File: src/rtl/mult_arb_if.sv
// Bundle of requester and shared-multiplier handshake signals for mult_arb.
// slave is the arbiter view; master is the requester/multiplier environment view.
interface mult_arb_if #(
   parameter int N = 16
);
   logic             req0;
   logic             req1;
   logic [N-1:0]     ain0;
   logic [N-1:0]     bin0;
   logic [N-1:0]     ain1;
   logic [N-1:0]     bin1;
   logic             ack0;
   logic             ack1;
   logic [2*N-1:0]   res;
   logic             err;
   logic             busy;
   logic             m_start;
   logic [N-1:0]     m_ain;
   logic [N-1:0]     m_bin;
   logic             m_done;
   logic [2*N-1:0]   m_yout;

   modport slave (
      input  req0, req1, ain0, bin0, ain1, bin1, m_done, m_yout,
      output ack0, ack1, res, err, busy, m_start, m_ain, m_bin
   );

   modport master (
      output req0, req1, ain0, bin0, ain1, bin1, m_done, m_yout,
      input  ack0, ack1, res, err, busy, m_start, m_ain, m_bin
   );
endinterface

File: src/rtl/mult_arb.sv
// Round-robin arbiter sharing one shift-add multiplier between two requesters.
// Optional BUSY-state abort after TIMEOUT cycles is enabled by defining MULT_ARB_TIMEOUT_EN.
module mult_arb #(
   parameter int N       = 16,
   parameter int TIMEOUT = 40
) (
   input logic       clk,
   input logic       resetb,
   mult_arb_if.slave bus
);
   localparam logic [1:0] IDLE  = 2'd0;
   localparam logic [1:0] START = 2'd1;
   localparam logic [1:0] BUSY  = 2'd2;
   localparam logic [1:0] RESP  = 2'd3;

   logic [1:0]     state;
   logic           last_grant;
   logic           grant;
   logic           pick;
   logic [2*N-1:0] res_q;
   logic [N-1:0]   ain_q;
   logic [N-1:0]   bin_q;
   logic           expired;

   // A tie goes to whoever was not granted last; otherwise the lone requester wins.
   always_comb begin
      pick = bus.req1;
      if (bus.req0 && bus.req1) begin
         pick = ~last_grant;
      end
   end

`ifdef MULT_ARB_TIMEOUT_EN
   localparam int CW = $clog2(TIMEOUT + 1);

   logic [CW-1:0] tcount;
   logic          err_q;

   always_ff @(posedge clk or negedge resetb) begin
      if (!resetb) begin
         tcount <= '0;
      end else if (state == START) begin
         tcount <= '0;
      end else if (state == BUSY && !bus.m_done) begin
         tcount <= tcount + CW'(1);
      end
   end

   assign expired = (state == BUSY) && !bus.m_done && (tcount == CW'(TIMEOUT - 1));
   assign bus.err = (state == RESP) && err_q;
`else
   logic unused_timeout;

   assign unused_timeout = (TIMEOUT != 0);
   assign expired        = 1'b0;
   assign bus.err        = 1'b0;
`endif

   always_ff @(posedge clk or negedge resetb) begin
      if (!resetb) begin
         state      <= IDLE;
         last_grant <= 1'b1;
         grant      <= 1'b0;
         res_q      <= '0;
         ain_q      <= '0;
         bin_q      <= '0;
`ifdef MULT_ARB_TIMEOUT_EN
         err_q      <= 1'b0;
`endif
      end else begin
         case (state)
            IDLE: begin
               if (bus.req0 || bus.req1) begin
                  grant      <= pick;
                  last_grant <= pick;
                  ain_q      <= pick ? bus.ain1 : bus.ain0;
                  bin_q      <= pick ? bus.bin1 : bus.bin0;
                  state      <= START;
               end
            end
            START: begin
               state <= BUSY;
            end
            BUSY: begin
               if (bus.m_done) begin
                  res_q <= bus.m_yout;
`ifdef MULT_ARB_TIMEOUT_EN
                  err_q <= 1'b0;
`endif
                  state <= RESP;
               end else if (expired) begin
                  res_q <= '0;
`ifdef MULT_ARB_TIMEOUT_EN
                  err_q <= 1'b1;
`endif
                  state <= RESP;
               end
            end
            RESP: begin
               state <= IDLE;
            end
            default: begin
               state <= IDLE;
            end
         endcase
      end
   end

   // Strobes are decoded from the state so they can never outlive a reset.
   assign bus.ack0    = (state == RESP) && !grant;
   assign bus.ack1    = (state == RESP) && grant;
   assign bus.m_start = (state == START);
   assign bus.busy    = (state != IDLE);
   assign bus.res     = res_q;
   assign bus.m_ain   = ain_q;
   assign bus.m_bin   = bin_q;
endmodule
File: src/flat_wrapper.sv
// flat-port wrapper written by rule: the top's interface ports become plain ports
module mult_arb_flat 
#(
   parameter int N       = 16,
   parameter int TIMEOUT = 40
)
  (clk, resetb, bus_req0, bus_req1, bus_ain0, bus_bin0, bus_ain1, bus_bin1, bus_m_done, bus_m_yout, bus_ack0, bus_ack1, bus_res, bus_err, bus_busy, bus_m_start, bus_m_ain, bus_m_bin);
  mult_arb_if #(.N(N)) bus_i ();
  input logic clk;
  input logic resetb;
  input wire logic [$bits(bus_i.req0)-1:0] bus_req0;
  input wire logic [$bits(bus_i.req1)-1:0] bus_req1;
  input wire logic [$bits(bus_i.ain0)-1:0] bus_ain0;
  input wire logic [$bits(bus_i.bin0)-1:0] bus_bin0;
  input wire logic [$bits(bus_i.ain1)-1:0] bus_ain1;
  input wire logic [$bits(bus_i.bin1)-1:0] bus_bin1;
  input wire logic [$bits(bus_i.m_done)-1:0] bus_m_done;
  input wire logic [$bits(bus_i.m_yout)-1:0] bus_m_yout;
  output wire logic [$bits(bus_i.ack0)-1:0] bus_ack0;
  output wire logic [$bits(bus_i.ack1)-1:0] bus_ack1;
  output wire logic [$bits(bus_i.res)-1:0] bus_res;
  output wire logic [$bits(bus_i.err)-1:0] bus_err;
  output wire logic [$bits(bus_i.busy)-1:0] bus_busy;
  output wire logic [$bits(bus_i.m_start)-1:0] bus_m_start;
  output wire logic [$bits(bus_i.m_ain)-1:0] bus_m_ain;
  output wire logic [$bits(bus_i.m_bin)-1:0] bus_m_bin;
  assign bus_i.req0 = bus_req0;
  assign bus_i.req1 = bus_req1;
  assign bus_i.ain0 = bus_ain0;
  assign bus_i.bin0 = bus_bin0;
  assign bus_i.ain1 = bus_ain1;
  assign bus_i.bin1 = bus_bin1;
  assign bus_i.m_done = bus_m_done;
  assign bus_i.m_yout = bus_m_yout;
  assign bus_ack0 = bus_i.ack0;
  assign bus_ack1 = bus_i.ack1;
  assign bus_res = bus_i.res;
  assign bus_err = bus_i.err;
  assign bus_busy = bus_i.busy;
  assign bus_m_start = bus_i.m_start;
  assign bus_m_ain = bus_i.m_ain;
  assign bus_m_bin = bus_i.m_bin;
  mult_arb #(.N(N), .TIMEOUT(TIMEOUT)) u_core (.clk(clk), .resetb(resetb), .bus(bus_i));
endmodule
File: config.mk
export PLATFORM = sky130hd
export DESIGN_NAME = mult_arb_flat
export DESIGN_NICKNAME = d
export VERILOG_FILES = /design/src/rtl/mult_arb_if.sv /design/src/rtl/mult_arb.sv /design/src/flat_wrapper.sv
export SDC_FILE = /design/constraint.sdc
export NUM_CORES = 1
export LEC_CHECK = 0
export ABC_AREA = 0
export BUFFER_PORTS_ARGS = -buffer_cell sky130_fd_sc_hd__buf_2
export CORE_ASPECT_RATIO = 1.4
export CORE_MARGIN = 10
export CORE_UTILIZATION = 47
export CTS_CLUSTER_DIAMETER = 100
export DETAILED_ROUTE_END_ITERATION = 7
export PLACE_DENSITY = 0.86
export SYNTH_ARGS = -nofsm -noshare
export SYNTH_HDL_FRONTEND = slang
export SYNTH_SLANG_ARGS = --single-unit
File: constraint.sdc
create_clock -name clk -period 4.85 [get_ports clk]
set_input_delay 1.2125 -clock clk [delete_from_list [all_inputs] [get_ports clk]]
set_output_delay 1.2125 -clock clk [all_outputs]
set_load 0.05 [all_outputs]
Word level (Yosys, flattened, before mapping):

Cells that the tools add are included.

* flip-flop bits (word level): 68
* output and inout port bits: 69

* eq/ne operators: 5
* muxes and demuxes: 6
* bitwise gates (word level): 1
* reduce and logical (&&, ||, !) cells: 10

Operators by type and width (count)
* $mux 16: 2
* $pmux 2 s4: 1
* $reduce_and 2->1: 3
* $eq 2x2->1 const B: 2
* $mux 2: 2
* $logic_and 1x1->1: 3
* $eq 2x1->1 const B: 1
* $logic_not 2->1: 1
* $ne 2x1->1 const B: 1
* $ne 2x2->1 const B: 1
* $reduce_bool 2->1: 1
* $logic_not 1->1: 1
* $logic_or 1x1->1: 1
* $mux 1: 1
* $not 1->1: 1

Logic depth before layout (Yosys ltp):

* word-level depth: 3
* mapped depth: 6
* gate-level depth less buffers: 5

Least setup slack after synthesis:

Ideal clock, no wire load.

* path type: register to output
* start point: reg u_core.state[0]
* end point: out bus_ack0
* arrival time: 1236 ps
* data required time: 3638 ps
* setup slack: 2402 ps
* stages on the path, launching flop included: 3
* buffers on the path: 0
* cells stage by stage: dfrtp_1 ha_1 nor2b_1

* word-level cells in the longest chain between the ends: 2

RTL lines
* from (decl): line mult_arb.sv:16 `logic [1:0] state;`
* from (signal assigned): line mult_arb.sv:61 `state <= IDLE;`
* from (signal assigned): line mult_arb.sv:78 `state <= START;`
* from (signal assigned): line mult_arb.sv:82 `state <= BUSY;`
* $eq 2x2->1: line mult_arb.sv:110 `assign bus.ack0 = (state == RESP) && !grant;`
* $logic_and 1x1->1: line mult_arb.sv:110
* to (decl): line flat_wrapper.sv:19 `output wire logic [$bits(bus_i.ack0)-1:0] bus_ack0;`

Every way passes these cells.

Worst setup path after layout:

* start point: reg u_core.state[0]
* end point: out bus_busy

* word-level cells in the longest chain between the ends: 1

RTL lines
* $reduce_bool 2->1: line mult_arb.sv:113 `assign bus.busy = (state != IDLE);`
* to (decl): line flat_wrapper.sv:23 `output wire logic [$bits(bus_i.busy)-1:0] bus_busy;`

Every way passes these cells.

==> out/metrics.csv <==
metric,value,unit
CTS tree,built,
maximum buffer depth of the clock tree,2,
Die H,113,um
Hold Crit Class,flip-flop to flip-flop,
Core Rows,33,
Post-CTS Hold Fix Bufs,0,
"Data required, critical path",3.64,ns
Post-CTS Setup Inserts,0,
Synth cell types,23,
WP data arrival,1.45,ns
nets,538,
Leak,2.02,nW
Mapped Avg Cell Area,10.7,um^2
slowest CP cell,dfrtp_1,
number of vias per cell,5.13,
CP max stage delay,0.40,ns
share of layout cells above drive strength 1,50.6,%
RSZ-0062 raised after global routing,false,
WS Path Type,flip-flop to output pin,
status,completed,
clk root buf,clkbuf_8,
CP max FO,6,
# IOs,170,
Cell Pwr Density,878,nW/um^2
Final Hold Vio Count,0,
Detail Route Antenna Nets,0,
full die area,9690,um^2
Die W,86.1,um
Final Max Tran Viols,0,
initial antenna violation count,0,
CP Capture Type,output pin,
Overflow after GRT,0,
Routed WL per cell,16.8,um
H-tree Lvls,3,
critical-path cell list,"inv_1, ha_1, inv_2, buf_2",
n_diodes,0,
Synth-to-Final Area Change,36.4,%
Buffers on Ports,168,
number of setup violations in the final report,0,
number of remaining DRC errors,0,
Synth Instances,268,
Initial Util,48.7,%
final WL,8540,um
vias in the first global route,2969,
CTS resizes,0,
clk slew on worst S/H paths,0.07,ns
later-pin clock latency in the skew report,0.34,ns
CTS Buf Count,9,
YS warnings,0,
total core area,5900,um^2
fin crit period,2.66,ns
clock sink total,68,
Max Clock Freq,0.375,GHz
RePlAce Congestion,0.772,
"Seq/Total Area, Yosys",59.2,%
Global Route Usage Sum,17.5,%
Synth Net Count,373,
post-route setup TNS,0,ns
Peak VDD IR,0.000523,V
first-pass GRT wire length,13800,um
Max-slew headroom,16.6,%
Tcrit/Tclk final,54.9,%
Yosys top cell area share,58.3,%
worst path bufs/invs,3,
worst-margin pin slew,1.25,ns
"Largest delay share family, worst path",buffers and inverters,
Worst setup SP type,flip-flop,
power after layout,3.45,mW
"top cells by area, synth","dfrtp_1, mux2_2, a21oi_1",
Fillers,469,
FF/Latch Area,1700,um^2
max cap viols,0,
"Core Util, Final",66.5,%
post-synthesis cell area,2880,um^2
"area leader, netlist",dfrtp_1,
Seq cells post-synth,68,
DRT Pass-1 Iters,4,
DR iter-0 viols,100,
via count,2599,
largest net degree at the start of global routing,37,
final clock skew,0.0119,ns
Multi-input gate area,1080,um^2
Post-DP HPWL,6560,um
[cell usage after synthesis, drive strengths merged]
master  number
a21bo        1
a21boi       1
a21oi       65
a31oi        1
and2         1
buf         17
conb         1
dfrtp       67
dfstp        1
ha           4
inv          4
mux2        33
nand2       34
nor2        32
nor2b        1
o21a         1
o21ai        2
o22a         1
o32a         1
[final timing paths]
path                                                 from  slack, ns                                to  cells after the start
hold / removal             u_core.bus.res[18]$_DFFE_PN0P_       0.50    u_core.bus.res[18]$_DFFE_PN0P_                      1
min in group asynchronous                          resetb       0.93  u_core.bus.m_ain[10]$_DFFE_PN0P_                      1
hold reg to reg            u_core.bus.res[18]$_DFFE_PN0P_       0.50    u_core.bus.res[18]$_DFFE_PN0P_                      1
setup reg to reg              u_core.state[0]$_DFFE_PN0P_       2.65    u_core.bus.res[17]$_DFFE_PN0P_                      4
max in group asynchronous                          resetb       2.94     u_core.last_grant$_DFFE_PN1P_                      2
setup / recovery              u_core.state[0]$_DFFE_PN0P_       2.19                          bus_busy                      4
[layer usage]
layer | global-route usage [%] | wire [um] | vias up
met2 | 28.1 | 4120 | 161
met5 | 0 | 0 | -
met4 | 8.04 | 244 | 0
met3 | 8.68 | 991 | 20
li1 | - | - | 1230
met1 | 18.8 | 3180 | 1188
[area by class of cell]
class	count	area share (%)
Clock inverter	2	0.255
Timing Repair Buffer	171	22.2
Tap cell	70	2.23
Inverter	4	0.383
Multi-Input combinational cell	179	27.5
Clock buffer	13	4.05
Sequential cell	68	43.4
[through the flow]
stage	hold WS [ns]	worst slack [ns]	cells	cell area [um^2]
finish	0.499	2.19	507	3920
global placement	0.483	2.09	491	3740
detailed placement	0.488	2.03	491	3740
global route	0.516	2.11	507	3920
floorplan	0.470	2.40	268	2880
CTS	0.502	2.17	506	3910
[state kept, by name (all words and copies together), names as in the netlist]
| name | count |
|---|---|
| u_core.grant | 1 |
| u_core.bus.m_ain | 16 |
| u_core.bus.m_bin | 16 |
| u_core.last_grant | 1 |
| u_core.bus.res | 32 |
| u_core.state | 2 |
[cell families (layout without fill, tap and decap cells)]
group           count (synthesis)  after routing  synth area share [%]
buf+inv                        21            190                  3.44
flops                          68             68                  59.2
simple gates                   68             68                  9.05
mux                            33             33                  12.9
other cells                     1              1                 0.130
compound gates                 73             73                  13.5
fa+ha+maj                       4              4                  1.74
[report_power, final]
| part | internal [mW] | switching [mW] | total (mW) |
|---|---|---|---|
| Combinational | 0.523 | 1.50 | 2.03 |
| Sequential | 0.863 | 0.152 | 1.01 |
| Clock | 0.209 | 0.196 | 0.406 |
[cell usage in the layout, fill, tap and decap left out, drive strengths merged]
master    n
buf     171
dfrtp    67
a21oi    65
nand2    34
mux2     33
nor2     32
clkbuf   13
ha        4
inv       4
clkinv    2
o21ai     2
nor2b     1
and2      1
a21bo     1
a21boi    1
o21a      1
o32a      1
o22a      1
a31oi     1
conb      1
dfstp     1
Note: power is estimated with default switching activity, not from simulation.
